## src/rtl/dm_arbiter.sv

```systemverilog
// dm_arbiter: access controller for an external 16-bit data-memory queue.
// Two write requesters and one read requester share the queue. Only one
// memory operation is in flight at a time. The block tracks occupancy,
// full/empty, and a sticky overflow flag ("overset").
// Every output comes straight from a flop.
// Optional feature macro: DM_ARB_FLUSH_EN. It adds a flush input, a mem_clr
// output and a one-cycle FLUSH state.
module dm_arbiter #(
   parameter int DW    = 16,
   parameter int DEPTH = 10,
   parameter int CW    = 4
) (
   input  logic          clk,
   input  logic          rst,
   input  logic          wreq0,
   input  logic [DW-1:0] wdata0,
   output logic          wgnt0,
   input  logic          wreq1,
   input  logic [DW-1:0] wdata1,
   output logic          wgnt1,
   input  logic          rreq,
   output logic [DW-1:0] rdata,
   output logic          rvalid,
   input  logic          clr_ovf,
`ifdef DM_ARB_FLUSH_EN
   input  logic          flush,
   output logic          mem_clr,
`endif
   output logic          mem_wr,
   output logic [DW-1:0] mem_din,
   output logic          mem_rd,
   input  logic [DW-1:0] mem_dout,
   output logic [CW-1:0] count,
   output logic          full,
   output logic          empty,
   output logic          overset
);

`ifdef DM_ARB_FLUSH_EN
   typedef enum logic [2:0] {
      ST_IDLE    = 3'd0,
      ST_WR      = 3'd1,
      ST_RD      = 3'd2,
      ST_RD_WAIT = 3'd3,
      ST_FLUSH   = 3'd4
   } state_e;
`else
   typedef enum logic [1:0] {
      ST_IDLE    = 2'd0,
      ST_WR      = 2'd1,
      ST_RD      = 2'd2,
      ST_RD_WAIT = 2'd3
   } state_e;
`endif

   state_e        state_q, state_d;
   logic          rr_q, rr_d;            // 1: requester 1 has priority on a tie
   logic          last_wr_q, last_wr_d;  // 1: the last operation started was a write
   logic [CW-1:0] count_q, count_d;
   logic          full_q, full_d;
   logic          empty_q, empty_d;
   logic          ovf_q, ovf_d;
   logic          wgnt0_q, wgnt0_d;
   logic          wgnt1_q, wgnt1_d;
   logic          mem_wr_q, mem_wr_d;
   logic [DW-1:0] mem_din_q, mem_din_d;
   logic          mem_rd_q, mem_rd_d;
   logic          rvalid_q, rvalid_d;
   logic [DW-1:0] rdata_q, rdata_d;
`ifdef DM_ARB_FLUSH_EN
   logic          flush_pend_q, flush_pend_d;
   logic          mem_clr_q, mem_clr_d;
`endif

   // Arbitration decode signals.
   logic w_el0, w_el1, w_any, w_pick1;
   logic rd_avail, r_el;
   logic pick_rd, pick_wr;
   logic ovf_hit;

   // Decide who is eligible and who wins at the current arbitration point.
   always_comb begin
      // A requester granted in this cycle may still show wreq at the edge.
      // Skipping it prevents a second grant for the same request.
      w_el0   = wreq0 && !full_q && !wgnt0_q;
      w_el1   = wreq1 && !full_q && !wgnt1_q;
      w_any   = w_el0 || w_el1;
      w_pick1 = w_el1 && (!w_el0 || rr_q);
      // A read finishing at this edge has already consumed its entry.
      // Another read therefore needs a second unread entry.
      if (state_q == ST_RD_WAIT) begin
         rd_avail = (count_q > CW'(1));
      end else begin
         rd_avail = !empty_q;
      end
      r_el    = rreq && rd_avail && !rvalid_q;
      pick_rd = r_el && (!w_any || last_wr_q);
      pick_wr = w_any && !pick_rd;
      ovf_hit = full_q && ((wreq0 && !wgnt0_q) || (wreq1 && !wgnt1_q));
   end

   // Next-state and next-output logic for the access FSM.
   always_comb begin
      // NOTE: every variable gets a default before the case logic, so no path
      // leaves a value unassigned and no latch is inferred.
      state_d   = state_q;
      rr_d      = rr_q;
      last_wr_d = last_wr_q;
      ovf_d     = ovf_q;
      count_d   = count_q;
      wgnt0_d   = 1'b0;
      wgnt1_d   = 1'b0;
      mem_wr_d  = 1'b0;
      mem_rd_d  = 1'b0;
      rvalid_d  = 1'b0;
      mem_din_d = mem_din_q;
      rdata_d   = rdata_q;
`ifdef DM_ARB_FLUSH_EN
      flush_pend_d = flush_pend_q;
      mem_clr_d    = 1'b0;
`endif

      // The clear is applied first, so a set in the same cycle wins.
      if (clr_ovf) begin
         ovf_d = 1'b0;
      end

      if (state_q == ST_RD) begin
         // No arbitration while a read strobe is out.
         state_d = ST_RD_WAIT;
`ifdef DM_ARB_FLUSH_EN
         // A flush seen here is held until the read completes.
         if (flush) begin
            flush_pend_d = 1'b1;
         end
`endif
      end else begin
         // Read data is valid this cycle; return it and retire the entry.
         if (state_q == ST_RD_WAIT) begin
            rvalid_d = 1'b1;
            rdata_d  = mem_dout;
            if (count_q != '0) begin
               count_d = count_q - CW'(1);
            end
         end

         if (ovf_hit) begin
            ovf_d = 1'b1;
         end

`ifdef DM_ARB_FLUSH_EN
         if (flush || flush_pend_q) begin
            state_d      = ST_FLUSH;
            mem_clr_d    = 1'b1;
            count_d      = '0;
            ovf_d        = 1'b0;
            rr_d         = 1'b0;
            last_wr_d    = 1'b1;
            flush_pend_d = 1'b0;
         end else
`endif
         if (pick_wr) begin
            state_d   = ST_WR;
            mem_wr_d  = 1'b1;
            wgnt0_d   = !w_pick1;
            wgnt1_d   = w_pick1;
            mem_din_d = w_pick1 ? wdata1 : wdata0;
            rr_d      = !w_pick1;
            last_wr_d = 1'b1;
            count_d   = count_d + CW'(1);
         end else if (pick_rd) begin
            state_d   = ST_RD;
            mem_rd_d  = 1'b1;
            last_wr_d = 1'b0;
         end else begin
            state_d = ST_IDLE;
         end
      end

      full_d  = (count_d == CW'(DEPTH));
      empty_d = (count_d == '0);
   end

   // State and output registers, cleared asynchronously by rst.
   always_ff @(posedge clk or posedge rst) begin
      if (rst) begin
         state_q   <= ST_IDLE;
         rr_q      <= 1'b0;
         last_wr_q <= 1'b1;
         count_q   <= '0;
         full_q    <= 1'b0;
         empty_q   <= 1'b1;
         ovf_q     <= 1'b0;
         wgnt0_q   <= 1'b0;
         wgnt1_q   <= 1'b0;
         mem_wr_q  <= 1'b0;
         mem_din_q <= '0;
         mem_rd_q  <= 1'b0;
         rvalid_q  <= 1'b0;
         rdata_q   <= '0;
`ifdef DM_ARB_FLUSH_EN
         flush_pend_q <= 1'b0;
         mem_clr_q    <= 1'b0;
`endif
      end else begin
         // NOTE: non-blocking assignments here. Every register then updates
         // from the values sampled at the same edge, regardless of order.
         state_q   <= state_d;
         rr_q      <= rr_d;
         last_wr_q <= last_wr_d;
         count_q   <= count_d;
         full_q    <= full_d;
         empty_q   <= empty_d;
         ovf_q     <= ovf_d;
         wgnt0_q   <= wgnt0_d;
         wgnt1_q   <= wgnt1_d;
         mem_wr_q  <= mem_wr_d;
         mem_din_q <= mem_din_d;
         mem_rd_q  <= mem_rd_d;
         rvalid_q  <= rvalid_d;
         rdata_q   <= rdata_d;
`ifdef DM_ARB_FLUSH_EN
         flush_pend_q <= flush_pend_d;
         mem_clr_q    <= mem_clr_d;
`endif
      end
   end

   assign wgnt0   = wgnt0_q;
   assign wgnt1   = wgnt1_q;
   assign mem_wr  = mem_wr_q;
   assign mem_din = mem_din_q;
   assign mem_rd  = mem_rd_q;
   assign rvalid  = rvalid_q;
   assign rdata   = rdata_q;
   assign count   = count_q;
   assign full    = full_q;
   assign empty   = empty_q;
   assign overset = ovf_q;
`ifdef DM_ARB_FLUSH_EN
   assign mem_clr = mem_clr_q;
`endif

endmodule

```

## config.mk

```make
export PLATFORM = sky130hd
export DESIGN_NAME = dm_arbiter
export DESIGN_NICKNAME = d
export VERILOG_FILES = /design/src/rtl/dm_arbiter.sv
export SDC_FILE = /design/constraint.sdc
export NUM_CORES = 1
export LEC_CHECK = 0
export ABC_AREA = 0
export BUFFER_PORTS_ARGS = -buffer_cell sky130_fd_sc_hd__buf_2
export CAP_MARGIN = 30
export CORE_ASPECT_RATIO = 1.75
export CORE_MARGIN = 5
export CORE_UTILIZATION = 52
export CTS_CLUSTER_SIZE = 8
export DETAILED_ROUTE_END_ITERATION = 10
export PLACE_DENSITY = 0.92
export SLEW_MARGIN = 10
export SYNTH_ARGS = -nofsm -noshare
export SYNTH_HDL_FRONTEND = slang
export SYNTH_SLANG_ARGS = --single-unit
```

## constraint.sdc

```tcl
create_clock -name clk -period 8.21 [get_ports clk]
set_input_delay 1.642 -clock clk [delete_from_list [all_inputs] [get_ports clk]]
set_output_delay 1.642 -clock clk [all_outputs]
set_load 0.005 [all_outputs]
```

==> flow_summary.ini <==
[critical_path]
reg2regPathDepth = 10
worst-path-max-fanout = 10
crit_type = flop to flop
required_ns = 8.39
crit_top_cell = ha_1
critical_path_arrival_ns = 3.64
cp_top_family = compound AO/OA/AOI/OAI gates
worstSetupPathDepth = 10
cp-end-kind = flop
crit_path_start_kind = flop
critPathSlowestCell = mux2i_1
path_buf_inv = 1
cp_cell_sequence = inv_1 > ha_1 > a21oi_2 > mux2i_1 > ha_1 > xnor2_1 > mux2_2 > a32o_1 > a221oi_2 > a22oi_1
max_stage_delay_ns = 0.54

[final_layout]
multi_input_area_sq_um = 1090
seqCellArea_sq_um = 1200
num-fill-cells = 331
final_common_cell = buf_2
area_growth_pct = 28.2
finalNetCount = 364
diodes = 0
mostFrequentLayoutCells = 97 x buf_2, 46 x dfrtp_1, 28 x nor2_1
drive_gt1_share_pct = 47.6

[synth]
syn_area_per_cell_sq_um = 11.3
synth_nets = 268
syn_inst = 210
synth_compound_area_share_pct = 11.9
synth_cell_types = 45
synth-async-reset-ratio_pct = 100
synth_warnings = 0
muxShareOfSynthArea_pct = 17.6
synth_top_family_by_area = multiplexers
synth_edf_count = 0
synth_adder_area_share_pct = 2.10
seq_area_frac_synth_pct = 50.6
ys_ff_latch = 48
synth_xor_area_share_pct = 1.84
syn_area_sq_um = 2380
ys.flop_type = dfrtp_1
yosys.area_share.simple_pct = 12.0

[global_routing]
grt_pass1_vias = 2113
grt_pass1_wl_mm = 9.57
grt_start_max_net_pins = 49
antenna_found_initial = 0
track_usage_pct = 21.0
grt_overflow_total = 0

[placement]
portBuffers = 97
hpwl_mm = 4.44
place_congestion = 0.883
dpl_worst_slack_ns = 4.75

[hold_path]
hold_path.class = flop to flop
holdPathStages = 1

[sta]
fin_crit_ns = 3.47
slew_headroom_pct = 46.4
worst_slack_ns = 4.74
rsz0062_at_grt = false
drv_slew = 0
max_freq_mhz = 289
setup_violations = 0
hold_viol_final = 0
worst_pin_slew_ns = 0.802
period_share_pct = 42.2
skew_ns = 0.00701
finalSetupTns_ns = 0

[clock_network]
cts_resized = 0
path_clk_slew_ns = 0.09
cts_tree = done
htreeDepth = 2
post-cts-setup-buffer-count = 0
cts.hold.buffers_added = 0
cts_sinks = 48
root_buffer = clkbuf_8
clk_latency_ns = 0.30
cts_buffers = 5
cts.path.max_buffers = 2

[power_and_ir_drop]
p_leak_nw = 1.52
clkPwrFrac_pct = 15.2
irDropWorstVdd_v = 0.000418
power.internal_mw = 0.818
power_frac_comb_pct = 52.4
swShare_pct = 40.1
p_per_area_nw_per_um2 = 447
total_power_mw = 1.37
p_switching_mw = 0.547
seqPwrFrac_pct = 32.5

[floorplan]
num_rows = 32
core_sq_um = 4440
boundaryPins = 98
die_width_um = 61.2
initial_core_util_pct = 53.6
die_h_um = 99.5
dieArea_sq_um = 6090

[routing]
first_pass_iters = 4
wire_per_inst_um = 16.8
drc_errors = 0
dr_total_vias = 1941
postRouteAntennaNets = 0
vias_per_cell = 5.42
first_iter_violations = 36
routed_wl_mm = 6.00

[run]
drv_cap = 0

[outcome]
outcome = complete, no violations
## worst register-to-register path: stages (launching register included)
cell	delay, ns
dfrtp_1	0.51
inv_1	0.19
ha_1	0.28
a21oi_2	0.34
mux2i_1	0.54
ha_1	0.32
xnor2_1	0.16
mux2_2	0.37
a32o_1	0.22
a221oi_2	0.28
a22oi_1	0.13
## kinds of logic (layout without fill, tap and decap cells)
logic type,Yosys count,after routing
and+or+nand+nor,58,58
AOI/OAI and AO/OA,38,38
buffers and inverters,18,115
DFF,48,48
adders and majority gates,4,4
xor gates and xnor gates,5,5
muxes,39,39
## metal layers
metal / GRT usage, % / routed length [um] / up-vias
li1: - / - / 921
met5: 0 / 0 / -
met3: 5.32 / 351 / 17
met4: 10.0 / 224 / 0
met2: 37.7 / 3360 / 79
met1: 21.2 / 2070 / 924
## through the flow
step / instance area (sq um) / util (%) / cells / hold WS, ns
2_1_floorplan: 2380 / - / 210 / 0.461
3_3_place_gp: 2880 / 64.8 / 348 / 0.482
3_5_place_dp: 2890 / 65.1 / 349 / 0.490
4_1_cts: 3030 / 68.2 / 357 / 0.512
5_1_grt: 3050 / 68.7 / 358 / 0.524
6_report: 3050 / 68.7 / 358 / 0.508
## synthesized netlist by cell type, types with 2 or more instances
library cell / n / area, sq um
inv_1: 6 / 22.5
a21oi_1: 17 / 85.1
a21oi_2: 2 / 17.5
mux2_2: 19 / 214
buf_6: 3 / 33.8
nand2_1: 9 / 33.8
mux2i_1: 19 / 190
a211oi_2: 2 / 25.0
o21ai_0: 5 / 25.0
ha_1: 4 / 50.1
nor2_1: 28 / 105
dfrtp_1: 46 / 1150
or3_1: 2 / 12.5
dfstp_2: 2 / 52.6
buf_2: 5 / 25.0
and3_1: 2 / 12.5
a32o_1: 2 / 20.0
nand2b_1: 4 / 25.0
xnor2_1: 4 / 35.0
and2_1: 2 / 12.5
clkbuf_1: 2 / 7.51
a31oi_1: 2 / 12.5
## path summary, 6_finish.rpt
path,start,to,slack (ns)
min reg2reg,rdata[14],rdata[14],0.51
max reg2reg,count[0],full,4.74
max,count[0],full,4.74
max in group asynchronous,rst,empty,6.42
min in group asynchronous,rst,mem_din[10],1.26
min,rdata[14],rdata[14],0.51
## power groups by stage
stage                     combinational, mW  clock, mW  sequential [mW]
after floorplan                       0.496          0            0.440
after global placement                0.672          0            0.438
after detailed placement              0.708          0            0.445
after CTS                             0.719      0.208            0.442
after global routing                  0.785      0.220            0.460
final                                 0.715      0.207            0.443
## cell type report
cell class | instances | area share [%]
flip-flops and latches | 48 | 39.4
clock inverters | 3 | 2.26
repair buffers | 100 | 17.3
multi-input cells | 144 | 35.8
well taps | 51 | 2.09
clock buffers | 5 | 2.26
inverters | 7 | 0.861
## flip-flops by register name, indices dropped and copies added (netlist names), 2 cells and up
signal and flops:
count 4, rdata 16, mem_din 16, state_q 2
No activity file was read; power rests on OpenSTA's default activity.
